--- src/rtl/rst_sequencer.sv ---
// Board-level reset sequencer.
// Synchronises and debounces the active-low reset button and the MMCM lock
// flag, then releases the peripheral reset first and the SoC external reset
// STAGE_CYCLES later. Losing either condition re-asserts both resets at once.
module rst_sequencer #(
    parameter int DEBOUNCE_CYCLES = 16000,
    parameter int LOCK_CYCLES     = 256,
    parameter int STAGE_CYCLES    = 64,
    parameter int CNT_W           = 16
) (
    input  logic       clk,
    input  logic       reset,
    input  logic       btn_rst_n,
    input  logic       mmcm_locked,
    output logic       periph_reset,
    output logic       soc_erst_n,
    output logic       rst_done,
    output logic [1:0] state_o
);

    typedef enum logic [1:0] {
        HOLD       = 2'd0,
        WAIT_LOCK  = 2'd1,
        REL_PERIPH = 2'd2,
        RUN        = 2'd3
    } state_t;

    localparam logic [CNT_W-1:0] DB_LAST    = CNT_W'(DEBOUNCE_CYCLES - 1);
    localparam logic [CNT_W-1:0] LOCK_LAST  = CNT_W'(LOCK_CYCLES - 1);
    localparam logic [CNT_W-1:0] STAGE_LAST = CNT_W'(STAGE_CYCLES - 1);

    logic             btn_meta;
    logic             btn_s;
    logic             lock_meta;
    logic             lock_s;
    logic             btn_db;
    logic [CNT_W-1:0] db_cnt;
    logic             ok;

    state_t           state;
    state_t           state_next;
    logic [CNT_W-1:0] cnt;
    logic [CNT_W-1:0] cnt_next;

    // Two-flop synchronisers for the asynchronous button and lock inputs.
    always_ff @(posedge clk) begin
        if (reset) begin
            btn_meta  <= 1'b0;
            btn_s     <= 1'b0;
            lock_meta <= 1'b0;
            lock_s    <= 1'b0;
        end else begin
            btn_meta  <= btn_rst_n;
            btn_s     <= btn_meta;
            lock_meta <= mmcm_locked;
            lock_s    <= lock_meta;
        end
    end

    // Debounce: accept a new button level only after DEBOUNCE_CYCLES
    // consecutive mismatching samples; any agreeing sample restarts the count.
    always_ff @(posedge clk) begin
        if (reset) begin
            btn_db <= 1'b0;
            db_cnt <= '0;
        end else if (btn_s != btn_db) begin
            if (db_cnt == DB_LAST) begin
                btn_db <= btn_s;
                db_cnt <= '0;
            end else begin
                db_cnt <= db_cnt + CNT_W'(1);
            end
        end else begin
            db_cnt <= '0;
        end
    end

    assign ok = btn_db & lock_s;

    // Next-state and shared counter; loss of ok wins over count completion.
    always_comb begin
        state_next = state;
        cnt_next   = cnt;
        case (state)
            HOLD: begin
                cnt_next = '0;
                if (ok) state_next = WAIT_LOCK;
            end
            WAIT_LOCK: begin
                if (!ok) begin
                    state_next = HOLD;
                    cnt_next   = '0;
                end else if (cnt == LOCK_LAST) begin
                    state_next = REL_PERIPH;
                    cnt_next   = '0;
                end else begin
                    cnt_next = cnt + CNT_W'(1);
                end
            end
            REL_PERIPH: begin
                if (!ok) begin
                    state_next = HOLD;
                    cnt_next   = '0;
                end else if (cnt == STAGE_LAST) begin
                    state_next = RUN;
                    cnt_next   = '0;
                end else begin
                    cnt_next = cnt + CNT_W'(1);
                end
            end
            RUN: begin
                cnt_next = '0;
                if (!ok) state_next = HOLD;
            end
            default: begin
                state_next = HOLD;
                cnt_next   = '0;
            end
        endcase
    end

    // State, counter and outputs registered together; outputs decode the
    // next state so they change on the same edge as state_o, glitch-free.
    always_ff @(posedge clk) begin
        if (reset) begin
            state        <= HOLD;
            cnt          <= '0;
            periph_reset <= 1'b1;
            soc_erst_n   <= 1'b0;
            rst_done     <= 1'b0;
        end else begin
            state        <= state_next;
            cnt          <= cnt_next;
            periph_reset <= (state_next == HOLD) || (state_next == WAIT_LOCK);
            soc_erst_n   <= (state_next == RUN);
            rst_done     <= (state_next == RUN);
        end
    end

    assign state_o = state;

endmodule

--- config.mk ---
export PLATFORM = sky130hd
export DESIGN_NAME = rst_sequencer
export DESIGN_NICKNAME = d
export VERILOG_FILES = /design/src/rtl/rst_sequencer.sv
export SDC_FILE = /design/constraint.sdc
export NUM_CORES = 1
export LEC_CHECK = 0
export BUFFER_PORTS_ARGS = -buffer_cell sky130_fd_sc_hd__buf_2
export CAP_MARGIN = 20
export CORE_ASPECT_RATIO = 0.75
export CORE_UTILIZATION = 37
export DETAILED_ROUTE_END_ITERATION = 16
export SYNTH_ARGS = -nofsm -noshare
export SYNTH_HDL_FRONTEND = slang
export SYNTH_SLANG_ARGS = --single-unit
--- constraint.sdc ---
create_clock -name clk -period 2.1 [get_ports clk]
set_input_delay 0.42 -clock clk [delete_from_list [all_inputs] [get_ports clk]]
set_output_delay 0.42 -clock clk [all_outputs]
set_load 0.1 [all_outputs]
==> results of run 1 <==
[Yosys cell counts, drive strengths merged (2+ instances only)]
cell type,n
a21oi,3
and2,3
and3,2
and4,3
buf,5
clkbuf,2
dfxtp,41
ha,2
inv,4
nand2,11
nand2b,2
nand3,10
nand4,11
nor2,32
nor2b,5
nor3,4
nor4,6
o21ai,3
or4,4
xnor2,11
xor2,15
[per-layer routing]
metal | vias to the layer above | track usage [%] | share of wire (%) | wire length (um)
met3 | 7 | 4.44 | 4.4 | 132
met5 | - | 0 | 0 | 0
li1 | 677 | - | - | -
met2 | 23 | 17.2 | 37 | 1130
met4 | 0 | 8.42 | 2.3 | 71
met1 | 571 | 20.5 | 56 | 1690
[worst paths after layout]
| path | to | slack [ns] | startpoint |
|---|---|---|---|
| min | lock_meta | 0.33 | mmcm_locked |
| min reg2reg | btn_s | 0.44 | btn_meta |
| max reg2reg | cnt[7] | 0.22 | cnt[13] |
| max | cnt[7] | 0.22 | cnt[13] |
[power breakdown]
part	switching [W]	total (W)	leakage, nW	internal (W)
Sequential	0.00000147	0.000782	0.331	0.000781
Clock	0.000279	0.000665	0.0574	0.000386
Combinational	0.00000576	0.0000116	0.275	0.00000582
Total	0.000286	0.00146	0.664	0.00117
[cell type report]
cell class / count / area, sq um / area share (%)
tap: 57 / 71.3 / 3.65
multi-input combinational: 138 / 855 / 43.8
sequential: 41 / 821 / 42.1
timing repair buffer: 12 / 70.1 / 3.59
inverter: 4 / 15.0 / 0.769
clock buffer: 6 / 82.6 / 4.23
clock inverter: 2 / 37.5 / 1.92
[per-stage QoR]
stage / instances / hold slack (ns) / worst slack (ns)
2_1_floorplan: 190 / 0.411 / 0.241
3_3_place_gp: 252 / 0.416 / 0.250
3_5_place_dp: 252 / 0.425 / 0.207
4_1_cts: 260 / 0.319 / 0.200
5_1_grt: 260 / 0.333 / 0.0776
6_report: 260 / 0.329 / 0.220
[kinds of logic after synthesis]
kind of cell               after synthesis  synth area share [%]
muxes                                    1                 0.576
AOI/OAI and AO/OA                       11                  4.18
adders and majority gates                2                  1.44
DFF                                     41                  47.2
buffers and inverters                   11                  3.60
and+or+nand+nor                         98                  29.9
xor gates and xnor gates                26                  13.1
[flip-flops by register name, indices dropped and copies added (netlist names)]
signal        flops
lock_s            1
btn_meta          1
lock_meta         1
rst_done          1
cnt              16
btn_db            1
btn_s             1
periph_reset      1
state_o           2
db_cnt           16
[critical path, delay by kind of cell (launching register included)]
family           cells  cell delay (ns)
flip-flops           1             0.34
AO/OA/AOI/OAI        1             0.40
AND/OR/NAND/NOR      3             1.02
==> results.md, run 1 <==
* Status: completed
* Ys Warns at 0
* Synthesized area at 1740 sq um
* Async SR Flop Fraction at 0%
* Maximum root-to-sink buffer count at 2
* Most frequent cells in the layout: dfxtp_1 (41), nor2_1 (32), xor2_1 (15)
* Distinct cells, synth at 35
* RSZ-0062 raised after global routing: no
* Period utilisation layout at 89.5%
* Final instance area at 1950 sq um
* Max-Cap Viols at 0
* Max frequency at 532 MHz
* Synth Flop Type: dfxtp_1
* Worst EP required at 2.28 ns
* Fin util at 43.4%
* Fillcell total at 432
* Clk sink count at 41
* Final worst path period need at 1.88 ns
* Cts repair resizes at 0
* Commonest non-fill, non-tap cell in the layout: dfxtp_1
* Max-slew violations at 0
* Vias in the first global route at 1094
* Final setup viols at 0
* Final setup TNS at 0 ns
* Final hold vios at 0
* Final ANT Viol Nets at 0
* Gr usage total at 13.9%
* Slew at the pin closest to its max-slew limit at 0.495 ns
* R2R depth at 4
* Setup crit start kind: flop
* Mean Syn Cell Area at 9.15 sq um
* Cts bufs inserted at 5
* CP Cell Sequence: or4_1 > nor4_1 > o32a_2 > nor2_1
* Clock slew at reported path FFs at 0.08 ns
* CTS tree: built
* Die area at 4980 sq um
* Largest net degree at the start of global routing at 17
* Hold depth at 2
* CTS Hold Buffers Added at 0
* Drt via density at 4.92
* Net count, final at 208
* Root Driver: clkbuf_8
* Max H-tree Level at 2
* Area of the core at 4490 sq um
* Total iterations of the first detailed-routing run at 4
* Port bufs at 8
* Instance count of the mapped netlist at 190
* Antenna violations before repair at 0
* Initial drt markers at 60
* Leak at ~0.66 nW
* Worst path arrival time at 2.06 ns
* Synth top area cells: dfxtp_1 (47%), xor2_1 (7.6%), nor2_1 (6.9%)
* Antenna cells at 0
* Worst path slowest cell: or4_1
* Clk Latency, worst-skew pair at 0.29 ns
* Total grt overflow at 0
* Max stage delay on crit path at about 0.57 ns
* Row cnt at 21
* Post-DP HPWL at 2110 um
* Die height at slightly above 60 um
* DRC violations left at 0
* Clk_skew at 0.00323 ns
* Die Width at 81.1 um
* GPL Wtd Cong at 0.745
* #FFs+latches synth at 41
* DR vias at about 1300
* Wirelength per Cell at 11.6 um
* HP Class: in -> reg
* Slew HR at between 60% and 70%
* Area grow syn2layout at 12.3%
* Nature of the critical path endpoint: flop
* Max VDD drop at 0.000536 V
* Post-Syn Nets at a little under 200
* Dominant cell type by area after synthesis: dfxtp_1
* Final wirelength at 3030 um
* CP Max Fanout at 16
* Post-synth EDFFs at 0
* CP Class: reg -> reg
* Layout cell share with drive strength beyond 1 at 12.3%
* Setup Fix Bufs, Post-CTS at 0
* IO Count at 9
* Total power at 0.00146 W
* Pwr Density at 747 nW/um^2
* Initial core utilization at 38.7%
* Seq/Total Area, Yosys at 47.2%
* Post-DP Area at 1830 sq um
* First-pass GRT wire length at just over 5000 um
* Post-synth top area share at 47.2%
No activity file was read; power rests on OpenSTA's default activity.
==> run 2: changes to the inputs <==
--- a/config.mk
+++ b/config.mk
@@ -10,6 +10,7 @@
 export CORE_ASPECT_RATIO = 0.75
 export CORE_UTILIZATION = 37
 export DETAILED_ROUTE_END_ITERATION = 16
+export REMOVE_ABC_BUFFERS = 1
 export SYNTH_ARGS = -nofsm -noshare
 export SYNTH_HDL_FRONTEND = slang
 export SYNTH_SLANG_ARGS = --single-unit
==> run 2 against run 1 <==
Register-to-register slack lost 0.04 ns. Count of clock-buffer cells in the layout rose by 1. Largest cell class unchanged. Clock power down 23%. Highest routed layer unchanged. Power is 11% lower.
==> results.md, run 2 (same netlist as run 1, synthesis figures left out) <==
* GPL Wtd Cong at 0.755 (+1.3%)
* Wirelength per Cell at 10.9 um (-6.5%)
* Max H-tree Level at 2 (unchanged)
* Gr usage total at 13.5% (-0.40 points)
* DR vias at 1241 (-2.9%)
* Die Width at 81.1 um (unchanged)
* Clk sink count at 41 (unchanged)
* Worst path arrival time at 2.09 ns (+0.03 ns)
* Root Driver: clkbuf_8
* Final hold vios at 0 (unchanged)
* IO Count at 9 (unchanged)
* Largest net degree at the start of global routing at 17 (unchanged)
* Row cnt at 21 (unchanged)
* DRC violations left at 0 (unchanged)
* Setup WS post-layout at 0.180 ns (-0.0404 ns)
* Die height at 61.4 um (unchanged)
* Cts bufs inserted at 5 (unchanged)
* Antenna cells at 0 (unchanged)
* Die area at 4980 sq um (unchanged)
* CTS tree: built
* Antenna violations before repair at 0 (unchanged)
* CP Class: reg -> reg
* Reg2reg end: cnt[12]
* Final wirelength at 2800 um (-7.5%)
* Final worst path period need at 1.92 ns (+0.0404 ns)
* CP Cell Sequence: or4_1 > nor4_1 > o32a_2 > nor2_1
* Max stage delay on crit path at 0.59 ns (+0.02 ns)
* CTS Hold Buffers Added at 0 (unchanged)
* Setup crit start kind: flop
* Setup Slack @ Placement at 0.188 ns (-0.0195 ns)
* Post-DP HPWL at 1950 um (-7.5%)
* Slew HR at 68.0% (+0.82 points)
* Maximum root-to-sink buffer count at 2 (unchanged)
* HP Class: in -> reg
* Cts repair resizes at 0 (unchanged)
* Max-slew violations at 0 (unchanged)
* Max VDD drop at 0.000247 V (-54%)
* R2R depth at 4 (unchanged)
* Net count, final at 206 (-0.96%)
* Commonest non-fill, non-tap cell in the layout: dfxtp_1
* Clk Latency, worst-skew pair at 0.29 ns (about the same)
* First-pass GRT wire length at 4900 um (-3.0%)
* Nature of the critical path endpoint: flop
* Final ANT Viol Nets at 0 (unchanged)
* Initial drt markers at 62 (+3.3%)
* Pwr Density at 685 nW/um^2 (-8.3%)
* Area of the core at 4490 sq um (unchanged)
* Slew at the pin closest to its max-slew limit at 0.483 ns (-0.0124 ns)
* Port bufs at 8 (unchanged)
* Final setup viols at 0 (unchanged)
* Reg2reg setup slack at 0.18 ns (-0.04 ns)
* Initial core utilization at 38.7% (unchanged)
* Worst EP required at 2.27 ns (about the same)
* Worst path slowest cell: or4_1
* Drt via density at 4.83 (-1.8%)
* Max frequency at 521 MHz (-2.1%)
* Setup Fix Bufs, Post-CTS at 0 (unchanged)
* Worst r2r src: cnt[13]
* Total grt overflow at 0 (unchanged)
* Final setup TNS at 0 ns (unchanged)
* Vias in the first global route at 1085 (-0.82%)
* CP Max Fanout at 16 (unchanged)
* Clk_skew at 0.00603 ns (+0.00280 ns)
* Fillcell total at 436 (+0.93%)
* CP Capture Point: cnt[12]
* RSZ-0062 raised after global routing: no
* Total iterations of the first detailed-routing run at 4 (unchanged)
* Area grow syn2layout at 9.50%
* Period utilisation layout at 91.4% (+1.9 points)
* Layout cell share with drive strength beyond 1 at 10.5% (-1.8 points)
* Leak at 0.640 nW (-3.6%)
* Max-Cap Viols at 0 (unchanged)
* Most frequent cells in the layout: dfxtp_1 (41), nor2_1 (32), xor2_1 (15)
* Critical Path Source: cnt[13]
* Clock slew at reported path FFs at 0.07 ns (about the same)
* Status: completed
run 2: cell types whose count changed in the layout (fill, tap and decap cells not counted), sizes merged:
cell | previous run | this run
clkbuf | 6 | 7
buf | 12 | 10
bufinv | 1 | 0
clkinvlp | 1 | 0
run 2: worst max-delay path, delay by kind of cell (launching register included):
family,cells,cell delay (ns)
flip-flops,1,0.34
AND/OR/NAND/NOR,3,1.06
AO/OA/AOI/OAI,1,0.40
run 2: metal layers:
layer / up-vias / global-route usage [%] / part of all wire (%)
met3: 7 / 4.00 / 3.1
met5: - / 0 / 0
met4: 0 / 7.65 / 2.4
li1: 672 / - / -
met2: 19 / 16.6 / 35
met1: 543 / 20.4 / 59
run 2: stage by stage:
stage / power (W) / instances / hold slack [ns] / instance area, sq um / utilization, %
after floorplan: 0.000806 / 183 / 0.413 / 1690 / -
after global placement: 0.000812 / 250 / 0.418 / 1820 / 40.4
after detailed placement: 0.000812 / 250 / 0.425 / 1820 / 40.4
after CTS: 0.00133 / 257 / 0.325 / 1900 / 42.4
after global routing: 0.00137 / 257 / 0.324 / 1900 / 42.4
final: 0.00130 / 257 / 0.336 / 1900 / 42.4
run 2: layout make-up:
class,instances,area [sq um],share of cell area (%)
Inverter,4,15.0,0.789
Timing Repair Buffer,10,55.1,2.89
Tap cell,57,71.3,3.75
Multi-Input combinational cell,138,855,44.9
Clock buffer,7,86.3,4.54
Sequential cell,41,821,43.1
run 2: worst min-delay path by stage:
| stage | startpoint | end | slack, ns | depth (start not counted) |
|---|---|---|---|---|
| after detailed placement | lock_meta | lock_s | 0.42 | 1 |
| after global routing | btn_rst_n | btn_meta | 0.32 | 2 |
| after floorplan | cnt[0] | cnt[0] | 0.41 | 1 |
| final | btn_rst_n | btn_meta | 0.34 | 2 |
| after global placement | lock_meta | lock_s | 0.42 | 1 |
| after CTS | btn_rst_n | btn_meta | 0.32 | 2 |
run 2: power by group:
group	switching (W)	internal (W)
clock	0.000250	0.000261
combinational	0.00000549	0.00000580
sequential	0.00000137	0.000781
total	0.000257	0.00105
==> run 3: changes to the inputs <==
--- a/config.mk
+++ b/config.mk
@@ -5,11 +5,13 @@
 export SDC_FILE = /design/constraint.sdc
 export NUM_CORES = 1
 export LEC_CHECK = 0
+export ABC_AREA = 1
 export BUFFER_PORTS_ARGS = -buffer_cell sky130_fd_sc_hd__buf_2
 export CAP_MARGIN = 20
 export CORE_ASPECT_RATIO = 0.75
 export CORE_UTILIZATION = 37
 export DETAILED_ROUTE_END_ITERATION = 16
+export GPL_TIMING_DRIVEN = 1
 export REMOVE_ABC_BUFFERS = 1
 export SYNTH_ARGS = -nofsm -noshare
 export SYNTH_HDL_FRONTEND = slang
==> run 3 against run 2 <==
Die area is 9.9% higher. Sequential share of layout area is 4.2 points lower. Critical endpoint is now db_cnt[2]. Synthesized area is 10% higher.
==> results.md, run 3 <==
* Status: completed
* Cts repair resizes at 0 (unchanged)
* Die height at 64.3 um (+4.8%)
* Cts bufs inserted at 5 (unchanged)
* Power share of the sequential group at 53.9% (-6.1 points)
* Mean Syn Cell Area at 7.60 sq um (-17%)
* Vias in the first global route at 1362 (+26%)
* Max VDD drop at 0.000394 V (+60%)
* Instance count of the mapped netlist at 252 (+33%)
* First-pass GRT wire length at 5930 um (+21%)
* HP Class: in -> reg
* Period utilisation layout at 77.0% (-14 points)
* Clock Power Share at 45.2% (+6.0 points)
* Sw frac at 19.2% (-0.49 points)
* Multi-input gate area at 920 sq um (+7.6%)
* Port bufs at 8 (unchanged)
* Post-synth top area share at 42.9% (-4.4 points)
* Internal power at 0.00117 W (+12%)
* Synth top area cells: dfxtp_1 (43%), nand2_1 (8.8%), nor2_1 (8.0%)
* Clock slew at reported path FFs at 0.08 ns (about the same)
* Drt via density at 4.47 (-7.4%)
* Antenna violations before repair at 0 (unchanged)
* Worst EP required at 2.31 ns (+0.04 ns)
* Clk Latency, worst-skew pair at 0.30 ns (about the same)
* Synth cell count leaders: nand2_1 (45), dfxtp_1 (41), nor2_1 (41)
* Layout cell share with drive strength beyond 1 at 15.5% (+5.0 points)
* Async SR Flop Fraction at 0% (unchanged)
* Reg2reg end: db_cnt[2]
* Grt peak-use layer: met2
* Simple-gate share of the synthesized area at 34.2% (+4.4 points)
* Final worst path period need at 1.62 ns (-0.304 ns)
* Worst r2r src: db_cnt[0]
* Final instance area at 2110 sq um (+11%)
* Synthesized area at 1910 sq um (+10%)
* Total iterations of the first detailed-routing run at 4 (unchanged)
* CTS Hold Buffers Added at 0 (unchanged)
* Ys Warns at 0 (unchanged)
* Final hold vios at 0 (unchanged)
* Area of the core at 4930 sq um (+9.7%)
* Nature of the critical path endpoint: flop
* DRC violations left at 0 (unchanged)
* Final wirelength at 3190 um (+14%)
* Wirelength per Cell at 9.80 um (-10%)
* Cells after DPL at 317 (+27%)
* Initial core utilization at 38.9% (+0.17 points)
* RSZ-0062 raised after global routing: no
* Post-Synth Adder-Cell Area at 1.31% (-0.13 points)
* Setup crit start kind: flop
* Final setup TNS at 0 ns (unchanged)
* Slew at the pin closest to its max-slew limit at 0.484 ns (+0.00123 ns)
* Post-synthesis compound-gate area fraction at 4.71% (+0.53 points)
* Worst path arrival time at 1.82 ns (-0.27 ns)
* Commonest non-fill, non-tap cell in the layout: nand2_1
* Largest family of logic cells by synthesized area: simple AND/OR/NAND/NOR gates
* CP Max Fanout at 16 (unchanged)
* Setup Fix Bufs, Post-CTS at 0 (unchanged)
* Synth Flop Type: dfxtp_1
* Fillcell total at 496 (+14%)
* Max-slew violations at 0 (unchanged)
* Die Width at 85.1 um (+4.8%)
* Slew HR at 68.0% (-0.082 points)
* Clk sink count at 41 (unchanged)
* Final Non-Filler Cells at 325 (+26%)
* Post-DP HPWL at 2310 um (+19%)
* Distinct cells, synth at 29 (-17%)
* #FFs+latches synth at 41 (unchanged)
* Largest net degree at the start of global routing at 17 (unchanged)
* Count leader, synth: nand2_1
* Leak at 0.778 nW (+22%)
* Final setup viols at 0 (unchanged)
* Hold worst-path end: btn_meta
* Most frequent cells in the layout: nand2_1 (45), nor2_1 (41), dfxtp_1 (41)
* Initial drt markers at 67 (+8.1%)
* Grt met1 use at 19.2% (-1.2 points)
* Die area at 5470 sq um (+9.9%)
* Mux cell area share after synthesis at 0% (-0.58 points)
* Maximum root-to-sink buffer count at 2 (unchanged)
* Gr usage total at 13.6% (+0.10 points)
* Max-Cap Viols at 0 (unchanged)
* Hold depth at 3 (+1)
* Logic pwr share at 0.9% (about the same)
* Setup Slack @ Placement at 0.461 ns (+0.273 ns)
* Clk_skew at 0.00911 ns (+0.00307 ns)
* Fin util at 42.8% (+0.41 points)
* Dominant cell type by area after synthesis: dfxtp_1
* Max frequency at 619 MHz (+19%)
* Post-synthesis xor/xnor area fraction at 7.78% (-5.3 points)
* GPL Wtd Cong at 0.781 (+3.5%)
* Area grow syn2layout at 10.1%
* Setup WS post-layout at 0.483 ns (+0.304 ns)
* DR vias at 1454 (+17%)
* Root Driver: clkbuf_8
* Post-synth EDFFs at 0 (unchanged)
* Final ANT Viol Nets at 0 (unchanged)
* CP Class: reg -> reg
* Routing usage on met2 at 19.9% (+3.3 points)
* CTS tree: built
* Antenna cells at 0 (unchanged)
* Seq/Total Area, Yosys at 42.9% (-4.4 points)
* IO Count at 9 (unchanged)
* Reg2reg setup slack at 0.48 ns (+0.30 ns)
* Net count, final at 270 (+31%)
* P_sw at 0.000279 W (+8.5%)
* Post-DP Area at 1990 sq um (+9.6%)
* Worst hold start: btn_rst_n
* Row cnt at 22 (+4.8%)
* Register area at 821 sq um (unchanged)
* Max H-tree Level at 2 (unchanged)
* Global Route met3 Usage at 3.88% (-0.12 points)
* Total grt overflow at 0 (unchanged)
* Pwr Density at 689 nW/um^2 (+0.53%)
* R2R depth at 8 (+4)
## run 3: metal layers
metal / up-vias / wire, um
met4: 0 / 51
met2: 12 / 1210
met3: 7 / 88
met5: - / 0
met1: 631 / 1830
li1: 804 / -
## run 3: cell type report
class,count,area share (%)
clock buffers,7,4.10
clock inverters,1,1.43
inverters,36,6.41
multi-input cells,172,43.6
flip-flops and latches,41,39.0
well taps,60,3.56
repair buffers,8,1.90
## run 3: kinds of logic (layout without fill, tap and decap cells)
logic type	count (synthesis)	in the layout
AO/OA/AOI/OAI	16	16
XOR/XNOR	17	17
adder cells (fa/ha/maj)	2	2
buffers and inverters	39	52
flip-flops	41	41
AND/OR/NAND/NOR	137	137
## run 3: worst max path at each step
| stage | from | to | slack [ns] |
|---|---|---|---|
| after floorplan | rst_done | rst_done | 0.13 |
| after global placement | db_cnt[0] | db_cnt[2] | 0.49 |
| after detailed placement | db_cnt[0] | db_cnt[2] | 0.46 |
| after CTS | db_cnt[0] | db_cnt[2] | 0.44 |
| after global routing | db_cnt[0] | db_cnt[2] | 0.22 |
| final | db_cnt[0] | db_cnt[2] | 0.48 |
## run 3: power by group through the flow
stage	logic, W	registers [W]	clock network (W)
after floorplan	0.00000788	0.000800	0
after global placement	0.0000137	0.000801	0
after detailed placement	0.0000139	0.000801	0
after CTS	0.0000139	0.000782	0.000681
after global routing	0.0000159	0.000783	0.000713
final	0.0000135	0.000782	0.000656
## run 3: metrics by stage
| step | hold slack, ns | total power, W |
|---|---|---|
| floorplan | 0.388 | 0.000808 |
| global placement | 0.393 | 0.000814 |
| detailed placement | 0.397 | 0.000815 |
| CTS | 0.318 | 0.00148 |
| global route | 0.329 | 0.00151 |
| finish | 0.323 | 0.00145 |
## run 3: critical path, cell delays in order (launching register included)
cell and delay (ns):
dfxtp_1 0.33, ha_1 0.20, nand2_1 0.08, inv_1 0.05, nand2_1 0.15, inv_2 0.07
nand3_1 0.11, nand3_2 0.29, nor3_1 0.24
